===== src/rtl/fifo_rd_stream_adapter_pkg.sv =====
// ----------------------------------------------------------------------------
// fifo_rd_stream_adapter_pkg
//   Shared definitions for the FIFO read-side stream adapter and the FIFO
//   wrappers around it:
//     - FIFO output-mode strings and helpers to decode them
//     - rd_mode_e : decoded FIFO output mode
//     - count_width / ptr_width : width helpers derived from buffer depth
// ----------------------------------------------------------------------------
package fifo_rd_stream_adapter_pkg;

    localparam string FWFT_TRUE  = "true";
    localparam string FWFT_FALSE = "false";

    typedef enum logic {
        RD_MODE_REGISTERED = 1'b0,
        RD_MODE_FWFT       = 1'b1
    } rd_mode_e;

    function automatic bit fwft_is_true(input string mode);
        return mode == FWFT_TRUE;
    endfunction

    function automatic bit fwft_is_false(input string mode);
        return mode == FWFT_FALSE;
    endfunction

    // Width needed to hold values 0..depth inclusive.
    function automatic int count_width(input int depth);
        return $clog2(depth + 1);
    endfunction

    // Width needed to index 0..depth-1, never narrower than one bit.
    function automatic int ptr_width(input int depth);
        return (depth > 1) ? $clog2(depth) : 1;
    endfunction

endpackage


===== src/rtl/fifo_rd_stream_buf.sv =====
// ----------------------------------------------------------------------------
// fifo_rd_stream_buf
//   Circular register buffer for the FIFO read stream adapter. Pointers wrap
//   at BufferDepth-1, so the depth need not be a power of two.
//   Ports:
//     clk       : read-domain clock
//     rst       : asynchronous active-low reset
//     i_wr_en   : write i_wr_data at the write pointer and advance it
//     i_wr_data : data to store
//     i_rd_en   : advance the read pointer (entry consumed)
//     o_rd_data : entry at the read pointer (flop outputs only)
// ----------------------------------------------------------------------------
module fifo_rd_stream_buf
    import fifo_rd_stream_adapter_pkg::*;
#(
    parameter int DataWidth   = 64,
    parameter int BufferDepth = 3
) (
    input  logic                 clk,
    input  logic                 rst,
    input  logic                 i_wr_en,
    input  logic [DataWidth-1:0] i_wr_data,
    input  logic                 i_rd_en,
    output logic [DataWidth-1:0] o_rd_data
);

    localparam int                  PtrWidth = ptr_width(BufferDepth);
    localparam logic [PtrWidth-1:0] LastIdx  = PtrWidth'(BufferDepth - 1);

    logic [DataWidth-1:0] r_mem [BufferDepth];
    logic [PtrWidth-1:0]  r_wr_ptr;
    logic [PtrWidth-1:0]  r_rd_ptr;

    function automatic logic [PtrWidth-1:0] next_ptr(input logic [PtrWidth-1:0] p);
        return (p == LastIdx) ? '0 : p + PtrWidth'(1);
    endfunction

    // Storage is cleared on reset so the stream data output reads zero while
    // the buffer is idle after reset.
    always_ff @(posedge clk or negedge rst) begin
        if (!rst) begin
            r_wr_ptr <= '0;
            r_rd_ptr <= '0;
            for (int unsigned i = 0; i < BufferDepth; i++) begin
                r_mem[i] <= '0;
            end
        end else begin
            if (i_wr_en) begin
                r_mem[r_wr_ptr] <= i_wr_data;
                r_wr_ptr        <= next_ptr(r_wr_ptr);
            end
            if (i_rd_en) begin
                r_rd_ptr <= next_ptr(r_rd_ptr);
            end
        end
    end

    always_comb begin
        o_rd_data = r_mem[r_rd_ptr];
    end

endmodule


===== src/rtl/fifo_rd_stream_adapter.sv =====
// ----------------------------------------------------------------------------
// fifo_rd_stream_adapter
//   Read-clock-domain stage behind the dual-clock FIFO. Drives the FIFO native
//   read side and re-presents the data as a valid/ready stream through a small
//   registered buffer. Supports FWFT and registered FIFO output modes.
//   Ports:
//     clk           : read-domain clock (FIFO rd_clk)
//     rst           : asynchronous active-low reset (with FIFO rd_rst)
//     fifo_rd_req   : read request to the FIFO
//     fifo_rd_data  : FIFO read data
//     fifo_rd_empty : FIFO empty flag
//     m_data        : stream data (registered)
//     m_valid       : stream valid (registered)
//     m_ready       : stream consumer ready
//     occupancy     : entries held in the output buffer (registered)
// ----------------------------------------------------------------------------
module fifo_rd_stream_adapter
    import fifo_rd_stream_adapter_pkg::*;
#(
    parameter int    DataWidth            = 64,
    parameter string FirstWordFallThrough = "true",
    parameter int    BufferDepth          = 3,
    parameter int    CountWidth           = count_width(BufferDepth)
) (
    input  logic                  clk,
    input  logic                  rst,
    output logic                  fifo_rd_req,
    input  logic [DataWidth-1:0]  fifo_rd_data,
    input  logic                  fifo_rd_empty,
    output logic [DataWidth-1:0]  m_data,
    output logic                  m_valid,
    input  logic                  m_ready,
    output logic [CountWidth-1:0] occupancy
);

    localparam rd_mode_e Mode = fwft_is_false(FirstWordFallThrough) ?
                                RD_MODE_REGISTERED : RD_MODE_FWFT;
    localparam int                  SumWidth   = CountWidth + 1;
    localparam logic [SumWidth-1:0] DepthLimit = SumWidth'(BufferDepth);

    logic [CountWidth-1:0] r_count;
    logic                  r_pending;

    logic [SumWidth-1:0]   w_committed;
    logic                  w_issue;
    logic                  w_land;
    logic                  w_pop;

    // Issue only when the buffer has room for everything already committed
    // (stored plus in flight). No pop lookahead keeps m_ready off this path.
    // Gating with rst holds the request low while reset is asserted.
    always_comb begin
        w_committed = SumWidth'(r_count) + SumWidth'(r_pending);
        w_issue     = rst & ~fifo_rd_empty & (w_committed < DepthLimit);
    end

    // FWFT data is valid alongside the request; registered data arrives one
    // cycle after it, tracked by r_pending.
    always_comb begin
        w_land = (Mode == RD_MODE_FWFT) ? w_issue : r_pending;
    end

    always_comb begin
        m_valid     = (r_count != '0);
        w_pop       = m_valid & m_ready;
        fifo_rd_req = w_issue;
        occupancy   = r_count;
    end

    always_ff @(posedge clk or negedge rst) begin
        if (!rst) begin
            r_count   <= '0;
            r_pending <= 1'b0;
        end else begin
            r_pending <= (Mode == RD_MODE_REGISTERED) ? w_issue : 1'b0;
            unique case ({w_land, w_pop})
                2'b10:   r_count <= r_count + CountWidth'(1);
                2'b01:   r_count <= r_count - CountWidth'(1);
                default: r_count <= r_count;
            endcase
        end
    end

    fifo_rd_stream_buf #(
        .DataWidth   (DataWidth),
        .BufferDepth (BufferDepth)
    ) u_buf (
        .clk       (clk),
        .rst       (rst),
        .i_wr_en   (w_land),
        .i_wr_data (fifo_rd_data),
        .i_rd_en   (w_pop),
        .o_rd_data (m_data)
    );

endmodule


===== config.mk =====
export PLATFORM = sky130hd
export DESIGN_NAME = fifo_rd_stream_adapter
export DESIGN_NICKNAME = d
export VERILOG_FILES = /design/src/rtl/fifo_rd_stream_adapter_pkg.sv /design/src/rtl/fifo_rd_stream_buf.sv /design/src/rtl/fifo_rd_stream_adapter.sv
export SDC_FILE = /design/constraint.sdc
export NUM_CORES = 1
export LEC_CHECK = 0
export CELL_PAD_IN_SITES_DETAIL_PLACEMENT = 0
export CELL_PAD_IN_SITES_GLOBAL_PLACEMENT = 2
export CORE_MARGIN = 1
export CORE_UTILIZATION = 41
export CTS_CLUSTER_SIZE = 40
export DETAILED_ROUTE_END_ITERATION = 8
export PLACE_DENSITY_LB_ADDON = 0.3
export SLEW_MARGIN = 25
export SYNTH_ARGS = -nofsm -noshare
export SYNTH_HDL_FRONTEND = slang
export SYNTH_SLANG_ARGS = --single-unit

===== constraint.sdc =====
create_clock -name clk -period 3.2 [get_ports clk]
set_input_delay 0.96 -clock clk [delete_from_list [all_inputs] [get_ports clk]]
set_output_delay 0.96 -clock clk [all_outputs]
set_load 0.1 [all_outputs]

==> results of run 1 <==
## registers in the layout, indices dropped and copies added, names as in the netlist
name            count
u_buf.r_rd_ptr      2
u_buf.r_mem       192
occupancy           2
u_buf.r_wr_ptr      2
## final cells by class
type                       instances  area share
multi-input combinational        406       0.333
clock buffer                      17      0.0348
inverter                           2    0.000613
sequential                       198       0.406
tap                              280      0.0286
timing repair buffer             157       0.185
clock inverter                    15      0.0125
## routing by layer
layer  wire length [um]  GRT usage  vias up
li1                   -          -     2546
met1               9310      0.246     2941
met2              10900      0.330      114
met3               1080     0.0527        9
met4                138     0.0433        0
met5                  0          0        -
## cells by family after synthesis
logic type / share of synthesized area
xor gates and xnor gates: 0.00282
adders and majority gates: 0.00134
and+or+nand+nor: 0.0354
AOI/OAI and AO/OA: 0.0384
DFF: 0.531
muxes: 0.344
buffers and inverters: 0.0468
## timing repair
action / in CTS / in global routing
setup buffers: 2 / 0
hold buffers: 0 / 0
resized for setup: 1 / 0
setup endpoints to repair: 6 / 0
## metrics by stage
| step | setup WS (ns) | instances | utilization |
|---|---|---|---|
| 6_report | 0.0969 | 1075 | 0.554 |
| 5_1_grt | 0.0205 | 1075 | 0.554 |
| 4_1_cts | 0.0839 | 1075 | 0.554 |
| 3_5_place_dp | 0.274 | 1041 | 0.527 |
| 3_3_place_gp | 0.279 | 1041 | 0.527 |
| 2_1_floorplan | -0.650 | 649 | - |
## worst reg2reg max path, stage by stage, from the launching register on
cell,delay [ns]
dfrtp_1,0.53
nand2_2,0.18
nand4b_1,0.27
buf_12,0.31
mux2_2,0.43
## layout by cell type, fill, tap and decap left out, types with 12 or more instances in the layout
master and count:
o21ai_0 12, dfrtp_1 196, nand2_1 67, clkdlybuf4s50_1 66, buf_4 16, mux2_2 83
mux2_4 109, o21ai_2 29, o21ai_1 25, mux2i_1 64, clkbuf_16 17, buf_12 73
## how the worst max path moves through the flow
stage / start / to / cells after the start
final: u_buf.r_rd_ptr[1]$_DFFE_PN0P_ / m_data[58] / 5
after global routing: u_buf.r_rd_ptr[1]$_DFFE_PN0P_ / m_data[10] / 5
after CTS: u_buf.r_rd_ptr[1]$_DFFE_PN0P_ / m_data[6] / 5
after detailed placement: fifo_rd_empty / fifo_rd_req / 5
after global placement: fifo_rd_empty / fifo_rd_req / 5
after floorplan: u_buf.r_rd_ptr[0]$_DFFE_PN0P_ / m_data[37] / 4
==> key figures, run 1 <==
Layout
  – Design area: approximately 12000 um^2
  – # diodes: 0
  – Nets@finish: about 850
  – Share of layout cells above drive strength 1: 0.445
  – Area of the multi-input gates: approximately 4100 um^2
  – FILL cells: 1785
  – FF+latch area: a little under 5000 um^2
  – Layout area overhead: 31.2%

CTS
  – CTS buffer count: 17
  – Worst-path clk slew: ~0.07 ns
  – Worst-Skew Late Latency: 0.44 ns
  – Root buf cell: clkbuf_16
  – Deepest clock path buffer count: 2
  – CTS tree: yes
  – Clk sinks: 198
  – H-Tree Depth: 4

Worst setup path
  – WS Path Type: flop to primary output
  – Startpoint Class: flop
  – RR Startpoint: occupancy[0]$_DFFE_PN0P_
  – CP Capture Type: primary output
  – Reg-to-Reg End: u_buf.r_mem[2]$_DFFE_PN0P_
  – Slowest-stage cell, CP: dfrtp_4
  – WP data required: 2.24 ns
  – R2R setup slack: 1.38 ns
  – Worst-path fanout max: 32
  – CP bufs+invs: 2
  – Critical-path cell list: nor2b_4, buf_6, nand2_1, o21ai_1, buf_12
  – Delay-heaviest family, CP: flip-flops
  – R2r worst-path depth: 4
  – Crit path DAT: 2.14 ns
  – CP peak stage delay: about 0.62 ns

Timing
  – Setup TNS Final: 0 ns
  – Relative slew slack: 0.495
  – Fin Hold WS: 0.507 ns
  – Final setup viols: 0
  – Final worst path period share: 0.970
  – Worst slew pin tran: 0.757 ns
  – Max Slew Vio Count: 0
  – RSZ-0062 raised after global routing: false
  – Peak Freq: 322 MHz
  – Hold Fails Final Rpt: 0
  – Clock skew after layout: 0.0127 ns
  – Final Critical Period: a little over 3 ns

Placed design
  – PortBufs: 135
  – Cell Area, Placed: 11600 um^2
  – GP Congestion: 0.759
  – DP HPWL: 13500 um

Synthesis
  – Top FF cell, synth: dfrtp_1
  – Post-Synthesis Cells: between 600 and 700
  – EDFF count, synth: 0
  – Commonest cells post-synth: 198 x dfrtp_1, 109 x mux2_4, 83 x mux2_2, 67 x nand2_1, 66 x o21ai_0
  – Cell taking the most area after synthesis: dfrtp_1
  – Syn_nets: slightly above 700
  – Most frequent cell after synthesis: dfrtp_1
  – Syn. warnings: 0
  – Register area share after synthesis: 0.531
  – Synthesized area per cell: 14.4 um^2
  – Yosys cell types: 26
  – Fraction of registers with async set/reset: 1.00
  – Mapped cell area: ~9300 um^2
  – Synth Register Bits: 198
  – Synth top area share: 0.531
  – Top cells by area, synth: dfrtp_1 53%, mux2_4 18%, mux2_2 10%, mux2i_1 6.9%, o21ai_0 3.5%

Floorplanning
  – Die Wd: approximately 150 um
  – Core area: 22100 um^2
  – Row count: 54
  – I/O pin count: 136
  – Full die area: 23400 um^2
  – Die height: 153 um
  – Starting Density: 0.422

Routing
  – Wire per inst: 19.9 um
  – Drt drc: 0
  – Initial DRC Count: around 240
  – Pre-Repair DR Iteration Count: 4
  – Final wirelength: between 20000 and 25000 um
  – Vias: 5610
  – DR vias/cell: 5.22
  – ANT nets after route: 0

Global routing
  – Vias in the first global route: 6182
  – Total track usage: 0.194
  – Antenna violations before repair: 0
  – Global-route wire length before repair: 35200 um
  – Total grt overflow: 0
  – Largest net degree at the start of global routing: 142

Min path
  – Hold Crit Class: flop to flop
  – Hold Crit Depth: 1
  – Hold path startpoint: u_buf.r_mem[142]$_DFFE_PN0P_
  – Hold EP: u_buf.r_mem[142]$_DFFE_PN0P_

Flow run
  – Max-cap violations: 0

Outcome
  – Run status: complete, no violations
Power of run 1 is left out: the tool's default activity adds up to more than one toggle a clock period on the data nets, which glitch-free logic cannot reach.
==> run 2, diff against run 1 <==
Settings changed: CORE_UTILIZATION 41 to 35.
Clock period 3.2 ns to 2.7 ns, I/O delays scaled along.
==> run 2 against run 1 <==
The run now ends with DRC, setup timing left. Non-clock buffer count is 3 higher. Register-to-register slack worse by 0.54 ns. Final area up 2.1%. Setup slack worse by 0.10 ns. Hold slack got worse by 0.29 ns. Critical path depth unchanged. Sequential cell count unchanged. Die area increased by 17%. Sequential share of layout area fell by 0.85 points. Final cell count up 5.4%. First-iteration DRC count up 35%. Critical path type unchanged. Highest routed layer unchanged.
==> key figures, run 2 (synthesis results as in run 1) <==
Worst setup path
  – Worst-path fanout max: 22 (-31%)
  – Slowest-stage cell, CP: dfrtp_4
  – CP bufs+invs: 2 (unchanged)
  – R2r worst-path depth: 5 (+1)
  – Delay-heaviest family, CP: buffers and inverters
  – WS Path Type: flop to primary output
  – R2R setup slack: 0.84 ns (-0.54 ns)
  – Critical-path cell list: nor2b_4, bufbuf_16, nand2_1, o21ai_2, buf_12
  – Reg-to-Reg End: u_buf.r_mem[60]$_DFFE_PN0P_
  – Startpoint Class: flop
  – RR Startpoint: occupancy[0]$_DFFE_PN0P_
  – Crit path DAT: 1.89 ns (-0.25 ns)
  – CP peak stage delay: 0.53 ns (-0.09 ns)
  – WP data required: 1.89 ns (-0.35 ns)
  – CP Capture Type: primary output

Min path
  – Hold Crit Class: primary input to async pin

Timing
  – Relative slew slack: 0.526 (+0.0311)
  – Clock skew after layout: 0.0175 ns (+0.00476 ns)
  – Setup TNS Final: -0.00380 ns (-0.00380 ns)
  – Worst slew pin tran: 0.711 ns (-0.0467 ns)
  – Final worst path period share: 1.00
  – Hold Fails Final Rpt: 0 (unchanged)
  – Max Slew Vio Count: 0 (unchanged)
  – RSZ-0062 raised after global routing: true
  – Peak Freq: ~370 MHz
  – Final WS setup: -0.00380 ns (-0.101 ns)
  – Final setup viols: 1 (+1)
  – Final Critical Period: 2.70 ns

Layout
  – Max FFs per register: 192 (unchanged)
  – Most common cell after layout, fill and taps aside: dfrtp_1
  – Design area: 12500 um^2 (+2.1%)
  – Share of layout cells above drive strength 1: 0.472 (+0.0271)
  – Nets@finish: 854 (+0.35%)
  – Layout area overhead: 34.0%
  – Register with the most flip-flops: u_buf.r_mem
  – # diodes: 0 (unchanged)
  – Most frequent cells in the layout: 196 x dfrtp_1, 109 x mux2_4, 83 x mux2_2

Routing
  – Drt drc: 20 (+20)
  – Initial DRC Count: 318 (+35%)
  – Wire per inst: 19.2 um (-3.6%)
  – Final wirelength: 21700 um (+1.6%)
  – ANT nets after route: 0 (unchanged)
  – Pre-Repair DR Iteration Count: 6 (+2)
  – DR vias/cell: 4.94 (-5.3%)
  – Vias: 5600 (-0.18%)

CTS
  – Root buf cell: clkbuf_16
  – H-Tree Depth: 4 (unchanged)
  – Worst-path clk slew: 0.07 ns (about the same)
  – CTS buffer count: 17 (unchanged)
  – Deepest clock path buffer count: 2 (unchanged)
  – CTS tree: yes
  – Clk sinks: 198 (unchanged)
  – Worst-Skew Late Latency: 0.43 ns (about the same)

Floorplanning
  – Core area: 26100 um^2 (+18%)
  – Starting Density: 0.357 (-0.0653)
  – Die Wd: 165 um (+8.1%)
  – Row count: 59 (+9.3%)
  – Die height: 165 um (+8.1%)
  – I/O pin count: 136 (unchanged)
  – Full die area: 27300 um^2 (+17%)

Placed design
  – GP Congestion: 0.723 (-4.8%)
  – PortBufs: 135 (unchanged)
  – DP HPWL: 13700 um (+1.4%)
  – Cell Area, Placed: 11900 um^2 (+2.0%)

Global routing
  – Global-route wire length before repair: 35100 um (-0.37%)
  – Largest net degree at the start of global routing: 115 (-19%)
  – Total track usage: 0.169 (-0.0248)
  – Antenna violations before repair: 0 (unchanged)
  – Total grt overflow: 0 (unchanged)
  – Vias in the first global route: 6273 (+1.5%)

Flow run
  – Max-cap violations: 0 (unchanged)

Outcome
  – Failing checks: DRC, setup timing
  – Run status: finished, violations left
run 2: per-stage QoR:
| stage | hold slack, ns | util | std cells | setup slack (ns) |
|---|---|---|---|---|
| floorplan | 0.479 | - | 649 | -0.265 |
| global placement | 0.486 | 0.454 | 1098 | 0.125 |
| detailed placement | 0.492 | 0.454 | 1098 | 0.125 |
| CTS | 0.200 | 0.478 | 1133 | -0.0375 |
| global route | 0.195 | 0.478 | 1133 | -0.0876 |
| finish | 0.217 | 0.478 | 1133 | -0.00380 |
run 2: cell type report:
type / count / area [um^2]
clock buffer: 23 / 478
clock inverter: 9 / 92.6
fill: 2278 / 13600
inverter: 2 / 7.51
multi-input combinational: 406 / 4160
sequential: 198 / 4960
tap: 335 / 419
timing repair buffer: 160 / 2380
run 2: how the worst max path moves through the flow:
stage	startpoint	end	slack, ns	depth (start not counted)
after floorplan	u_buf.r_rd_ptr[1]$_DFFE_PN0P_	m_data[37]	-0.27	3
after global placement	fifo_rd_empty	fifo_rd_req	0.13	5
after detailed placement	fifo_rd_empty	fifo_rd_req	0.13	5
after CTS	u_buf.r_rd_ptr[0]$_DFFE_PN0P_	m_data[52]	-0.04	5
after global routing	u_buf.r_rd_ptr[0]$_DFFE_PN0P_	m_data[63]	-0.09	5
final	u_buf.r_rd_ptr[0]$_DFFE_PN0P_	m_data[30]	-0.004	5
run 2: layer usage:
| metal | vias up | GRT usage | part of all wire |
|---|---|---|---|
| li1 | 2554 | - | - |
| met1 | 2930 | 0.214 | 0.45 |
| met2 | 106 | 0.289 | 0.50 |
| met3 | 10 | 0.0420 | 0.049 |
| met4 | 0 | 0.0409 | 0.0073 |
| met5 | - | 0 | 0 |
run 2: timing repair:
item,4_1_cts,5_1_grt
resized for setup,1,0
setup buffers,2,0
setup endpoints to repair,46,33
hold buffers,0,0
gates cloned,1,0
Power of run 2 is left out for the same reason.
